$ cat src/rtl/iiitb_bidicntr_mon.sv
// rtl/iiitb_bidicntr_mon.sv - sampling monitor for a 4-bit up/down counter stream
// Predicts each next count from the previous sample and its direction, and flags broken steps.
module iiitb_bidicntr_mon #(
  parameter int WIDTH  = 4,
  parameter int ERR_W  = 8,
  parameter int WRAP_W = 8
) (
  input  logic              clk,
  input  logic              reset,
  input  logic              valid,
  input  logic              ctrl,
  input  logic [WIDTH-1:0]  count,
  output logic              locked,
  output logic              dir,
  output logic [WIDTH-1:0]  expected,
  output logic              err_pulse,
  output logic [ERR_W-1:0]  err_cnt,
  output logic [WRAP_W-1:0] wrap_cnt
);

  typedef enum logic [1:0] {IDLE, ACQ, LOCKED} state_t;

  localparam logic [WIDTH-1:0]  CNT_ONE  = 1;
  localparam logic [WIDTH-1:0]  CNT_MAX  = '1;
  localparam logic [ERR_W-1:0]  ERR_ONE  = 1;
  localparam logic [WRAP_W-1:0] WRAP_ONE = 1;

  state_t             state, state_n;
  logic [WIDTH-1:0]   prev_count, prev_count_n;
  logic               prev_ctrl, prev_ctrl_n;
  logic [WIDTH-1:0]   pred;
  logic               hit;
  logic               wrap_step;

  logic               locked_n;
  logic               dir_n;
  logic [WIDTH-1:0]   expected_n;
  logic               err_pulse_n;
  logic [ERR_W-1:0]   err_cnt_n;
  logic [WRAP_W-1:0]  wrap_cnt_n;

  // Prediction is always from the previous sample and the ctrl captured with it.
  assign pred      = prev_ctrl ? (prev_count - CNT_ONE) : (prev_count + CNT_ONE);
  assign hit       = (count == pred);
  assign wrap_step = (!prev_ctrl && (prev_count == CNT_MAX)) ||
                     ( prev_ctrl && (prev_count == '0));

  always_ff @(posedge clk) begin
    if (!reset) begin
      state      <= IDLE;
      prev_count <= '0;
      prev_ctrl  <= 1'b0;
      locked     <= 1'b0;
      dir        <= 1'b0;
      expected   <= '0;
      err_pulse  <= 1'b0;
      err_cnt    <= '0;
      wrap_cnt   <= '0;
    end else begin
      state      <= state_n;
      prev_count <= prev_count_n;
      prev_ctrl  <= prev_ctrl_n;
      locked     <= locked_n;
      dir        <= dir_n;
      expected   <= expected_n;
      err_pulse  <= err_pulse_n;
      err_cnt    <= err_cnt_n;
      wrap_cnt   <= wrap_cnt_n;
    end
  end

  always_comb begin
    state_n      = state;
    prev_count_n = prev_count;
    prev_ctrl_n  = prev_ctrl;
    locked_n     = locked;
    dir_n        = dir;
    expected_n   = expected;
    err_pulse_n  = 1'b0;
    err_cnt_n    = err_cnt;
    wrap_cnt_n   = wrap_cnt;

    if (valid) begin
      prev_count_n = count;
      prev_ctrl_n  = ctrl;
      expected_n   = ctrl ? (count - CNT_ONE) : (count + CNT_ONE);

      case (state)
        IDLE: begin
          state_n = ACQ;
        end
        ACQ: begin
          // A mismatch while acquiring is a resync, never an error.
          if (hit) begin
            state_n  = LOCKED;
            locked_n = 1'b1;
            dir_n    = prev_ctrl;
          end
        end
        LOCKED: begin
          if (hit) begin
            dir_n = prev_ctrl;
            if (wrap_step && (wrap_cnt != '1)) begin
              wrap_cnt_n = wrap_cnt + WRAP_ONE;
            end
          end else begin
            state_n     = ACQ;
            locked_n    = 1'b0;
            err_pulse_n = 1'b1;
            if (err_cnt != '1) begin
              err_cnt_n = err_cnt + ERR_ONE;
            end
          end
        end
        default: begin
          state_n  = IDLE;
          locked_n = 1'b0;
        end
      endcase
    end
  end

endmodule

$ cat config.mk
export PLATFORM = sky130hd
export DESIGN_NAME = iiitb_bidicntr_mon
export DESIGN_NICKNAME = d
export VERILOG_FILES = /design/src/rtl/iiitb_bidicntr_mon.sv
export SDC_FILE = /design/constraint.sdc
export NUM_CORES = 1
export LEC_CHECK = 0
export ABC_AREA = 1
export ABC_CLOCK_PERIOD_IN_PS = 4500
export BUFFER_PORTS_ARGS = -buffer_cell sky130_fd_sc_hd__buf_2
export CAP_MARGIN = 20
export CORE_MARGIN = 2
export CORE_UTILIZATION = 60
export DETAILED_ROUTE_END_ITERATION = 6
export HOLD_SLACK_MARGIN = 0.1
export PLACE_DENSITY_LB_ADDON = 0.2
export REMOVE_ABC_BUFFERS = 1
export SYNTH_ARGS = -nofsm -noshare
export SYNTH_HDL_FRONTEND = slang
export SYNTH_SLANG_ARGS = --single-unit
export TNS_END_PERCENT = 1
$ cat constraint.sdc
create_clock -name clk -period 4.5 [get_ports clk]
set_clock_uncertainty 0.2 [all_clocks]
set_input_delay 0.9 -clock clk [delete_from_list [all_inputs] [get_ports clk]]
set_output_delay 0.9 -clock clk [all_outputs]
set_load 0.02 [all_outputs]
==> metrics.md <==
| Metric | Value |
|---|---|
| Number of synthesis warnings | `0` |
| Cell-by-cell listing of the critical path | `inv_1 > fa_1 > xor2_1 > nand2_1 > nor2_4 > nand3_4 > nor2_8 > nand2_4 > clkinv_8 > nand2_2 > a21oi_2` |
| Hold_buf cts | `0` |
| Share of the yosys chip area belonging to registers | `32.70%` |
| Fraction of power consumed by combinational cells | `18.6%` |
| Area of the mapped netlist | `0.001837 mm²` |
| Int Pwr | `0.0003856 W` |
| Overall die area | `0.003520 mm²` |
| Synth Area in XOR/XNOR | `7.629%` |
| Final sum of negative setup slack | `0 ns` |
| Final Wtd Congestion | `0.8850` |
| Share of power burned in the clock network | `30.7%` |
| Reg2reg setup slack | `2.07 ns` |
| Number of flops mapped to enable cells by yosys | `0` |
| Cell Pwr Density | `266.8 mW/mm²` |
| Area fraction in and, or, nand and nor cells after synthesis | `31.34%` |
| Setup Buffers After CTS | `0` |
| Largest family of logic cells by synthesized area | `simple AND/OR/NAND/NOR gates` |
| Setup repair after global routing missed its margin | `false` |
| Maximum number of pins on one net before global-route repair | `24` |
| Number of nets in the final layout | `292` |
| Post-synthesis compound-gate area fraction | `12.47%` |
| Core region area | `0.002978 mm²` |
| Adder-cell area share of the yosys netlist | `8.311%` |
| Gr ovfl total | `0` |
| Area share of the largest cell type after synthesis | `32.70%` |
| Wire length of the first global-routing pass | `6.058 mm` |
| Average wire per cell in the routed design | `11.64 µm` |
| DRC | `0` |
| Dominant register cell in the synthesized netlist | `dfxtp_1` |
| Combined global-route utilization of all metal layers | `23.08%` |
| Yosys reg bits | `30` |
| Quantity of gates resized following cts | `0` |
| Fin. Hold Viols | `0` |
| Average footprint of a synthesized cell | `7.685 µm²` |
| Row count | `20` |
| I/O pin count | `31` |
| Die Width | `59.33 µm` |
| Category of the most critical setup path | `reg -> reg` |
| Max FO, Critical Path | `9` |
| Average vias per placed instance | `5.169` |
| Fill cell instance count of the final layout | `245` |
| First-pass iteration count of the detailed router | `4` |
| Number of levels in the clock H-tree | `2` |
| Final design area excluding fillers | `0.002077 mm²` |
| Async set-or-reset flop fraction in the synthesized netlist | `0%` |
| Cell with the biggest individual delay on the critical path | `fa_1` |
| Run status | `finished clean` |
| Total via count in the routed design | `1587` |
| IO buf count | `30` |
| Cell types with the largest area share after synthesis | `dfxtp_1, nand2_1, nand3_1` |
| Worst ir drop on vdd | `0.0002151 V` |
| Switching portion of total power | `30.41%` |
| Largest area contributor in the netlist | `dfxtp_1` |
| Number of distinct library cell variants in the gate-level netlist after synthesis | `30` |
| CTS buffer count | `5` |
| Y dimension of the die | `59.33 µm` |
| Critical Path Start Type | `register` |
| Highest-count cells in the layout ignoring fill and taps | `nand2_1, dfxtp_1, buf_2` |
| Diodes inserted | `0` |
| Worst slew margin relative to its limit | `43.97%` |
| Leakage | `0.9778 nW` |
| Synth-to-layout area growth | `13.08%` |
| Initial standard-cell utilization of the core | `61.68%` |
| Clock tree from TritonCTS | `yes` |
| Buffer type at the clock tree root | `clkbuf_4` |
| Half-perimeter wire length after detailed placement | `2.548 mm` |
| Sum of routed wire length over all layers | `3.573 mm` |
| CP endpoint kind | `register` |
| Critical path's largest stage delay | `0.57 ns` |
| Sequential Power Share | `50.7%` |
| Via count of the first global-routing pass | `1383` |
| Placement Cell Area | `0.002017 mm²` |
| Initial DRC Count | `95` |
| Worst-margin pin slew | `0.8395 ns` |
| Maximum clock rate | `0.4111 GHz` |
| Reported net switching power | `0.0001685 W` |
| Max-Cap Viols | `0` |
| Setup Viol. Count Final | `0` |
| Number of buffers on the longest clock path | `2` |
| Most frequent standard cell in the layout excluding fill and tap cells | `nand2_1` |
| Detail Route Antenna Nets | `0` |
| Period minus WS final | `2.432 ns` |
| Clock insertion delay at the later pin of the skew report | `0.33 ns` |
| Type of the worst min-delay path | `reg -> reg` |
| Critical path required time | `4.56 ns` |
| Crit share post-route | `54.05%` |
| Cells after synthesis | `239` |
| Sinks on Clock Net | `30` |
| Final Max Tran Viols | `0` |
| Critical Path AT | `2.50 ns` |
| Ratio of cells with drive above 1 in the final layout | `25.18%` |
| Mux cell area share after synthesis | `0%` |
| Number of antenna violations at the first check in global routing | `0` |
| Clock slew at reported path FFs | `0.09 ns` |
## final cells by class
type                       count  area, µm²  share of cell area, %
timing repair buffer          30      150.1                  7.229
tap                           33      41.29                  1.988
inverter                      30      127.6                  6.145
clock buffer                   7      55.05                  2.651
clock inverter                 1      5.005                 0.2410
sequential                    30      600.6                  28.92
multi-input combinational    176       1097                  52.83
## sequential cells by signal, summed over array words and instances (netlist names)
| signal | cells |
|---|---|
| err_pulse | 1 |
| expected | 4 |
| wrap_cnt | 8 |
| prev_ctrl | 1 |
| dir | 1 |
| state | 2 |
| locked | 1 |
| prev_count | 4 |
| err_cnt | 8 |
## cells by family after synthesis
group,Yosys count
buffers and inverters,33
AND/OR/NAND/NOR,112
adder cells (fa/ha/maj),11
XOR/XNOR,16
AO/OA/AOI/OAI,37
flip-flops,30
## cell usage after synthesis, types with 2 or more instances
cell type  number
nand3_1        29
xnor2_1         4
nor2_1         13
inv_1          27
a21oi_2         8
a21oi_1        18
nand2_4         2
o21ai_0         8
nor3_1          2
xor2_1         12
nand2_1        45
nor2_8          2
dfxtp_1        30
clkbuf_1        2
nand2_2        13
fa_1            2
ha_1            9
## power by group through the flow
stage | Combinational, W | Sequential [W] | Clock [W]
after floorplan | 0.0000730 | 0.000291 | 0
after global placement | 0.000101 | 0.000287 | 0
after detailed placement | 0.000103 | 0.000287 | 0
after CTS | 0.000104 | 0.000281 | 0.000175
after global routing | 0.000116 | 0.000282 | 0.000186
final | 0.000103 | 0.000281 | 0.000170
## metrics by stage
step	hold WS [ns]	total power, W	setup WS [ns]	utilization [%]	instances
floorplan	0.2732	0.0003637	2.289	-	236
finish	0.2789	0.0005541	2.068	69.75	307
CTS	0.2828	0.0005591	2.058	69.75	307
detailed placement	0.2669	0.0003893	2.093	67.73	299
global placement	0.2486	0.0003877	2.154	67.73	299
global route	0.2958	0.0005846	1.934	69.75	307
## final timing paths
kind	from	end	cells past startpoint
worst max-delay path	prev_count[0]	wrap_cnt[3]	11
worst max register to register	prev_count[0]	wrap_cnt[3]	11
worst min-delay path	dir	dir	2
worst min register to register	dir	dir	2
## routing by layer
metal	wire [µm]	track usage, %
met2	1553	34.54
met5	0	0
met1	1822	30.92
met3	139	7.205
met4	58	9.091
## critical path, delay by kind of cell, from the launching register on
family	cells	cell delay, ns
buf+inv	2	0.22
compound gates	1	0.11
xor+xnor	1	0.15
fa+ha+maj	1	0.57
simple gates	6	0.70
flops	1	0.41
Power figures use the tool's default switching activity.
